===== src/rtl/dma_pkg.sv =====
`default_nettype none
// ============================================================================
//  Module      : dma_pkg
//  Description : Shared widths, derived beat geometry and FSM state encoding
//                for the DMA read engine and the accelerator control block.
//  Revision    : 1.0 - initial release
// ============================================================================
package dma_pkg;

    localparam int DMA_DATA_W     = 256;
    localparam int DMA_MEM_W      = 32;
    localparam int WORDS_PER_BEAT = DMA_DATA_W / DMA_MEM_W;

    typedef enum logic [1:0] {
        ST_IDLE  = 2'd0,
        ST_REQ   = 2'd1,
        ST_WAIT  = 2'd2,
        ST_DRAIN = 2'd3
    } dma_state_e;

endpackage : dma_pkg
`default_nettype wire


===== src/rtl/dma_beat_packer.sv =====
`default_nettype none
// ============================================================================
//  Module      : dma_beat_packer
//  Description : Gathers MEM_W-wide read words into a DATA_W beat, then moves
//                the full beat into an output register that drives a
//                valid/ready stream.
//  Ports       : clk, rst           - clock, async active-high reset
//                wr_en_i/wr_last_i  - store a word / word completes the beat
//                wr_idx_i/wr_data_i - word slot and word data
//                ready_i            - consumer accepts the presented beat
//                gather_full_o      - gather register holds a complete beat
//                move_o             - gather -> output transfer this cycle
//                accept_o           - output beat accepted this cycle
//                valid_o/data_o     - stream beat
//  Revision    : 1.0 - initial release
// ============================================================================
module dma_beat_packer
    import dma_pkg::*;
#(
    parameter int DATA_W = DMA_DATA_W,
    parameter int MEM_W  = DMA_MEM_W,
    parameter int WIDX_W = $clog2(DMA_DATA_W / DMA_MEM_W)
) (
    input  logic              clk,
    input  logic              rst,
    input  logic              wr_en_i,
    input  logic              wr_last_i,
    input  logic [WIDX_W-1:0] wr_idx_i,
    input  logic [MEM_W-1:0]  wr_data_i,
    input  logic              ready_i,
    output logic              gather_full_o,
    output logic              move_o,
    output logic              accept_o,
    output logic              valid_o,
    output logic [DATA_W-1:0] data_o
);

    logic [DATA_W-1:0] gather_q;
    logic              gfull_q;
    logic [DATA_W-1:0] out_q;
    logic              ofull_q;

    logic w_accept;
    logic w_move;

    assign w_accept = ofull_q & ready_i;
    // The output slot frees up in the same cycle its beat is accepted, so a
    // waiting gather can follow it without a bubble.
    assign w_move   = gfull_q & (~ofull_q | w_accept);

    always_ff @(posedge clk or posedge rst) begin
        if (rst) begin
            gather_q <= '0;
            gfull_q  <= 1'b0;
            out_q    <= '0;
            ofull_q  <= 1'b0;
        end else begin
            // A write only happens while the gather is not full, so it never
            // coincides with a move.
            if (wr_en_i) begin
                gather_q[wr_idx_i*MEM_W +: MEM_W] <= wr_data_i;
                if (wr_last_i) begin
                    gfull_q <= 1'b1;
                end
            end
            if (w_move) begin
                out_q   <= gather_q;
                ofull_q <= 1'b1;
                gfull_q <= 1'b0;
            end else if (w_accept) begin
                ofull_q <= 1'b0;
            end
        end
    end

    assign gather_full_o = gfull_q;
    assign move_o        = w_move;
    assign accept_o      = w_accept;
    assign valid_o       = ofull_q;
    assign data_o        = out_q;

endmodule : dma_beat_packer
`default_nettype wire


===== src/rtl/dma_read_engine.sv =====
`default_nettype none
// ============================================================================
//  Module      : dma_read_engine
//  Description : Burst read DMA. Issues single-word memory reads (one
//                outstanding), packs them into DATA_W beats and streams the
//                beats out with valid/ready.
//  Ports       : clk, rst                 - clock, async active-high reset
//                dma_start_i/addr_i/burst_len_i - burst request (len = beats-1)
//                dma_valid_o/ready_i/data_o - output beat stream
//                dma_busy_o, dma_done_o     - burst status / completion pulse
//                mem_req_o/addr_o/gnt_i     - memory read request
//                mem_rvalid_i/rdata_i       - memory read response
//                mem_rerr_i, dma_err_o      - only with DMA_READ_ENGINE_ERR_EN
//  Config      : `define DMA_READ_ENGINE_ERR_EN adds error-response handling.
//  Revision    : 1.0 - initial release
// ============================================================================
module dma_read_engine
    import dma_pkg::*;
#(
    parameter int ADDR_W = 32,
    parameter int DATA_W = DMA_DATA_W,
    parameter int MEM_W  = DMA_MEM_W
) (
    input  logic              clk,
    input  logic              rst,
    input  logic              dma_start_i,
    input  logic [ADDR_W-1:0] dma_addr_i,
    input  logic [3:0]        dma_burst_len_i,
    output logic              dma_valid_o,
    input  logic              dma_ready_i,
    output logic [DATA_W-1:0] dma_data_o,
    output logic              dma_busy_o,
    output logic              dma_done_o,
    output logic              mem_req_o,
    output logic [ADDR_W-1:0] mem_addr_o,
    input  logic              mem_gnt_i,
    input  logic              mem_rvalid_i,
    input  logic [MEM_W-1:0]  mem_rdata_i
`ifdef DMA_READ_ENGINE_ERR_EN
    ,
    input  logic              mem_rerr_i,
    output logic              dma_err_o
`endif
);

    localparam int                WPB          = DATA_W / MEM_W;
    localparam int                WIDX_W       = $clog2(WPB);
    localparam logic [ADDR_W-1:0] c_ALIGN_MASK = ADDR_W'(DATA_W/8 - 1);
    localparam logic [ADDR_W-1:0] c_WORD_BYTES = ADDR_W'(MEM_W/8);
    localparam logic [WIDX_W-1:0] c_LAST_WORD  = WIDX_W'(WPB - 1);

    dma_state_e        state_q;
    logic [ADDR_W-1:0] addr_q;
    logic [3:0]        beats_left_q;
    logic [WIDX_W-1:0] word_idx_q;
    logic              mem_req_q;
    logic              busy_q;
    logic              done_q;

    logic w_gfull;
    logic w_move;
    logic w_accept;
    logic w_start_ok;
    logic w_rsp;
    logic w_rerr;
    logic w_wr;

    // A start landing in the done cycle is dropped so the completion pulse
    // and a new burst never overlap.
    assign w_start_ok = dma_start_i & (state_q == ST_IDLE) & ~done_q;
    // Responses only count while a read is actually outstanding.
    assign w_rsp      = (state_q == ST_WAIT) & ~w_gfull & mem_rvalid_i;
`ifdef DMA_READ_ENGINE_ERR_EN
    assign w_rerr     = w_rsp & mem_rerr_i;
`else
    assign w_rerr     = 1'b0;
`endif
    assign w_wr       = w_rsp & ~w_rerr;

    always_ff @(posedge clk or posedge rst) begin
        if (rst) begin
            state_q      <= ST_IDLE;
            addr_q       <= '0;
            beats_left_q <= '0;
            word_idx_q   <= '0;
            mem_req_q    <= 1'b0;
            busy_q       <= 1'b0;
            done_q       <= 1'b0;
        end else begin
            done_q <= 1'b0;
            case (state_q)
                ST_IDLE: begin
                    if (w_start_ok) begin
                        addr_q       <= dma_addr_i & ~c_ALIGN_MASK;
                        beats_left_q <= dma_burst_len_i;
                        word_idx_q   <= '0;
                        mem_req_q    <= 1'b1;
                        busy_q       <= 1'b1;
                        state_q      <= ST_REQ;
                    end
                end
                ST_REQ: begin
                    if (mem_gnt_i) begin
                        mem_req_q <= 1'b0;
                        addr_q    <= addr_q + c_WORD_BYTES;
                        state_q   <= ST_WAIT;
                    end
                end
                ST_WAIT: begin
                    if (w_gfull) begin
                        // Completed beat still parked in the gather register:
                        // next read waits until it moves out.
                        if (w_move) begin
                            mem_req_q <= 1'b1;
                            state_q   <= ST_REQ;
                        end
                    end else if (w_rerr) begin
                        word_idx_q <= '0;
                        busy_q     <= 1'b0;
                        done_q     <= 1'b1;
                        state_q    <= ST_IDLE;
                    end else if (w_wr) begin
                        if (word_idx_q == c_LAST_WORD) begin
                            word_idx_q <= '0;
                            if (beats_left_q == 4'd0) begin
                                state_q <= ST_DRAIN;
                            end else begin
                                beats_left_q <= beats_left_q - 4'd1;
                            end
                        end else begin
                            word_idx_q <= word_idx_q + 1'b1;
                            mem_req_q  <= 1'b1;
                            state_q    <= ST_REQ;
                        end
                    end
                end
                ST_DRAIN: begin
                    // Final beat is the one accepted once the gather is empty.
                    if (!w_gfull && w_accept) begin
                        busy_q  <= 1'b0;
                        done_q  <= 1'b1;
                        state_q <= ST_IDLE;
                    end
                end
                default: state_q <= ST_IDLE;
            endcase
        end
    end

`ifdef DMA_READ_ENGINE_ERR_EN
    logic err_q;

    always_ff @(posedge clk or posedge rst) begin
        if (rst) begin
            err_q <= 1'b0;
        end else if (w_start_ok) begin
            err_q <= 1'b0;
        end else if (w_rerr) begin
            err_q <= 1'b1;
        end
    end

    assign dma_err_o = err_q;
`endif

    dma_beat_packer #(
        .DATA_W (DATA_W),
        .MEM_W  (MEM_W),
        .WIDX_W (WIDX_W)
    ) u_packer (
        .clk           (clk),
        .rst           (rst),
        .wr_en_i       (w_wr),
        .wr_last_i     (w_wr & (word_idx_q == c_LAST_WORD)),
        .wr_idx_i      (word_idx_q),
        .wr_data_i     (mem_rdata_i),
        .ready_i       (dma_ready_i),
        .gather_full_o (w_gfull),
        .move_o        (w_move),
        .accept_o      (w_accept),
        .valid_o       (dma_valid_o),
        .data_o        (dma_data_o)
    );

    assign mem_req_o  = mem_req_q;
    assign mem_addr_o = addr_q;
    assign dma_busy_o = busy_q;
    assign dma_done_o = done_q;

endmodule : dma_read_engine
`default_nettype wire


===== config.mk =====
export PLATFORM = sky130hd
export DESIGN_NAME = dma_read_engine
export DESIGN_NICKNAME = d
export VERILOG_FILES = /design/src/rtl/dma_pkg.sv /design/src/rtl/dma_beat_packer.sv /design/src/rtl/dma_read_engine.sv
export SDC_FILE = /design/constraint.sdc
export NUM_CORES = 1
export LEC_CHECK = 0
export BUFFER_PORTS_ARGS = -buffer_cell sky130_fd_sc_hd__buf_2
export CAP_MARGIN = 20
export CORE_MARGIN = 5
export CORE_UTILIZATION = 60
export DETAILED_ROUTE_END_ITERATION = 6
export HOLD_SLACK_MARGIN = 0.05
export PLACE_DENSITY_LB_ADDON = 0.08
export SYNTH_ARGS = -nofsm -noshare
export SYNTH_HDL_FRONTEND = slang
export SYNTH_SLANG_ARGS = --single-unit

===== constraint.sdc =====
create_clock -name clk -period 33.2 [get_ports clk]
set_clock_uncertainty 0.2 [all_clocks]
set_input_delay 6.64 -clock clk [delete_from_list [all_inputs] [get_ports clk]]
set_output_delay 6.64 -clock clk [all_outputs]
set_load 0.02 [all_outputs]

==> flow_metrics.env <==
export IMPL_post_route_min_period_ns=9.567
export IMPL_syn_area_um2=21840
export IMPL_crit_required_ns=33.61
export IMPL_critPathSlowestCell="buf_4"
export IMPL_vias=15000
export IMPL_drv_slew=0
export IMPL_grt_total_usage_pct=26.50
export IMPL_clkSinkCount=556
export IMPL_start_kind="primary input"
export IMPL_drt_iter0_drc=885
export IMPL_yosysWarnings=0
export IMPL_status="finished clean"
export IMPL_post_cts_resized=0
export IMPL_cp_buffers_inverters=6
export IMPL_crit_path_frequent_cell="buf_4"
export IMPL_tns_ns=0
export IMPL_ys_flop_type="dfrtp_1"
export IMPL_grt_start_max_net_pins=148
export IMPL_io_pins=366
export IMPL_cap_violations=0
export IMPL_ys_ff_latch=556
export IMPL_n_antenna_cell=0
export IMPL_clk_pin_slew_worst_paths_ns=0.06
export IMPL_crit_chain="buf_2 -> inv_8 -> buf_16 -> buf_4 -> buf_4 -> buf_4"
export IMPL_cts_buffers=53
export IMPL_fp_dieArea_um2=40310
export IMPL_ctsHoldBuffers=0
export IMPL_async_flop_share_pct=100.0
export IMPL_final_antenna_net_count=0
export IMPL_seq_area_frac_synth_pct=63.71
export IMPL_die_w_um=200.8
export IMPL_core_rowCount=69
export IMPL_clk_latency_ns=0.58
export IMPL_die_y_um=200.8
export IMPL_syn_to_final_growth_pct=17.74
export IMPL_clockBufferDepth=3
export IMPL_vias_per_cell=5.723
export IMPL_power_total_mw=1.652
export IMPL_rsz0062_at_grt="no"
export IMPL_cts_setup_buffers=0
export IMPL_grt_pass1_wl_mm=86.15
export IMPL_clock_fmax_mhz=104.5
export IMPL_worst_path_largest_cell_delay_ns=0.89
export IMPL_wl_per_cell_um=20.37
export IMPL_final_nets=2202
export IMPL_hp_class="register to register"
export IMPL_drive_above_1_share_pct=35.93
export IMPL_ir_drop_uv=63.18
export IMPL_p_leak_nw=13.26
export IMPL_crit_type="primary input to async pin"
export IMPL_regArea_um2=13910
export IMPL_cts_tree="yes"
export IMPL_io_buffers=358
export IMPL_p_per_area_nw_per_um2=64.24
export IMPL_finalSetupViolations=0
export IMPL_cts_root_buf="clkbuf_16"
export IMPL_floorplan_initialDensity_pct=61.10
export IMPL_hpwl_mm=35.69
export IMPL_utilization_pct=71.95
export IMPL_grt_pass1_vias=15350
export IMPL_fin_crit_sh_pct=28.82
export IMPL_hold_viol=0
export IMPL_fillerInstances=2563
export IMPL_layout_commonest_cell="dfrtp_1"
export IMPL_synth_edff_count=0
export IMPL_syn_mean_instance_area_um2=12.13
export IMPL_h_tree_depth=2
export IMPL_crit_family="buffers and inverters"
export IMPL_route_detailed_drc=0
export IMPL_cp_end_kind="async pin"
export IMPL_multi_input_area_um2=7391
export IMPL_antenna_found_initial=4
export IMPL_worstMarginPinSlew_ns=1.034
export IMPL_critical_path_peak_fanout=139
export IMPL_syn_inst=1801
export IMPL_drt_pass1_iter_count=5
export IMPL_layout_common_cells="dfrtp_1 (556), nand2_1 (383), buf_2 (358), mux2_2 (288), o21ai_0 (205)"
export IMPL_max_slew_margin_pct=30.92
export IMPL_finalWeightedCongestion=0.8202
export IMPL_wirelength_mm=53.39
export IMPL_grt_remaining_overflow=0
export IMPL_coreArea_um2=35740
export IMPL_synthDistinctLibCells=61
export IMPL_arrival_ns=9.98
[report_power, final]
part	switching, mW	internal (mW)	total, mW
combinational	0.179	0.0884	0.267
sequential	0.0493	0.727	0.777
clock	0.250	0.358	0.608
[per-layer routing]
| metal | vias to the layer above | global-route usage (%) | share of wire [%] |
|---|---|---|---|
| met5 | - | 0 | 0.084 |
| met4 | 8 | 7.891 | 2.6 |
| met3 | 87 | 7.399 | 7.6 |
| met2 | 454 | 41.14 | 47 |
| met1 | 7605 | 37.19 | 43 |
| li1 | 6847 | - | - |
[state kept, by name, summed over array words and instances, names as in the netlist]
register and cells:
word_idx_q 3, dma_done_o 1, mem_addr_o 30, u_packer.gather_full_o 1
u_packer.gather_q 256, state_q 2, u_packer.data_o 256, u_packer.valid_o 1
dma_busy_o 1, beats_left_q 4, mem_req_o 1
[Yosys cell counts, drive strengths merged (4+ instances only)]
cell type / count / area [µm²]
ha: 7 / 87.58
and3: 11 / 68.82
clkbuf: 55 / 206.5
o21ai: 213 / 1066
and4: 7 / 61.31
nand2b: 4 / 25.02
o32ai: 5 / 43.79
nor3: 13 / 76.33
inv: 11 / 41.29
nand2: 387 / 1463
a21oi: 28 / 140.1
buf: 61 / 316.6
o31ai: 34 / 255.2
nor2: 39 / 161.4
nand3: 15 / 90.09
o22ai: 4 / 25.02
nor2b: 5 / 31.28
dfrtp: 556 / 13910
nand4: 5 / 37.53
mux2: 289 / 3254
a211oi: 9 / 67.56
a311oi: 5 / 43.79
[worst min-delay path: stages, from the launching register on]
cell and delay (ns):
dfrtp_1 0.34, nand2_1 0.05, o21ai_0 0.06
[metrics by stage]
stage	instances	setup slack, ns	hold WS, ns	cell area (µm²)
floorplan	1802	10.81	0.2446	21840
global placement	2523	22.82	0.2561	23860
detailed placement	2524	22.76	0.2619	23880
CTS	2618	23.38	0.2751	25640
global route	2621	23.03	0.3024	25710
finish	2621	23.63	0.2737	25710
[final timing paths]
path | startpoint | cells past startpoint | to | slack [ns]
hold reg to reg | u_packer.gather_q[244] | 2 | u_packer.gather_q[244] | 0.27
min in group asynchronous | rst | 2 | u_packer.data_o[56] | 5.75
hold / removal | u_packer.gather_q[244] | 2 | u_packer.gather_q[244] | 0.27
setup / recovery | rst | 6 | u_packer.gather_q[140] | 23.63
max in group clk | dma_ready_i | 6 | u_packer.data_o[170] | 23.77
setup reg to reg | word_idx_q[0] | 8 | u_packer.gather_q[64] | 29.44
[layout make-up]
cell class,count,share of cell area (%)
well taps,461,2.243
multi-input cells,1119,28.74
flip-flops and latches,556,54.11
repair buffers,380,7.843
clock inverters,13,0.5596
inverters,11,0.1898
clock buffers,81,6.316
[cell families (layout without fill, tap and decap cells)]
| family | Yosys count | after routing | share of synthesized area [%] |
|---|---|---|---|
| DFF | 556 | 556 | 63.71 |
| and+or+nand+nor | 502 | 502 | 9.957 |
| AOI/OAI and AO/OA | 317 | 317 | 8.347 |
| muxes | 290 | 290 | 14.95 |
| buffers and inverters | 127 | 485 | 2.584 |
| adders and majority gates | 7 | 7 | 0.4010 |
| other | 1 | 2 | 0.01717 |
| xor gates and xnor gates | 1 | 1 | 0.04011 |
No activity file was read; power rests on OpenSTA's default activity.
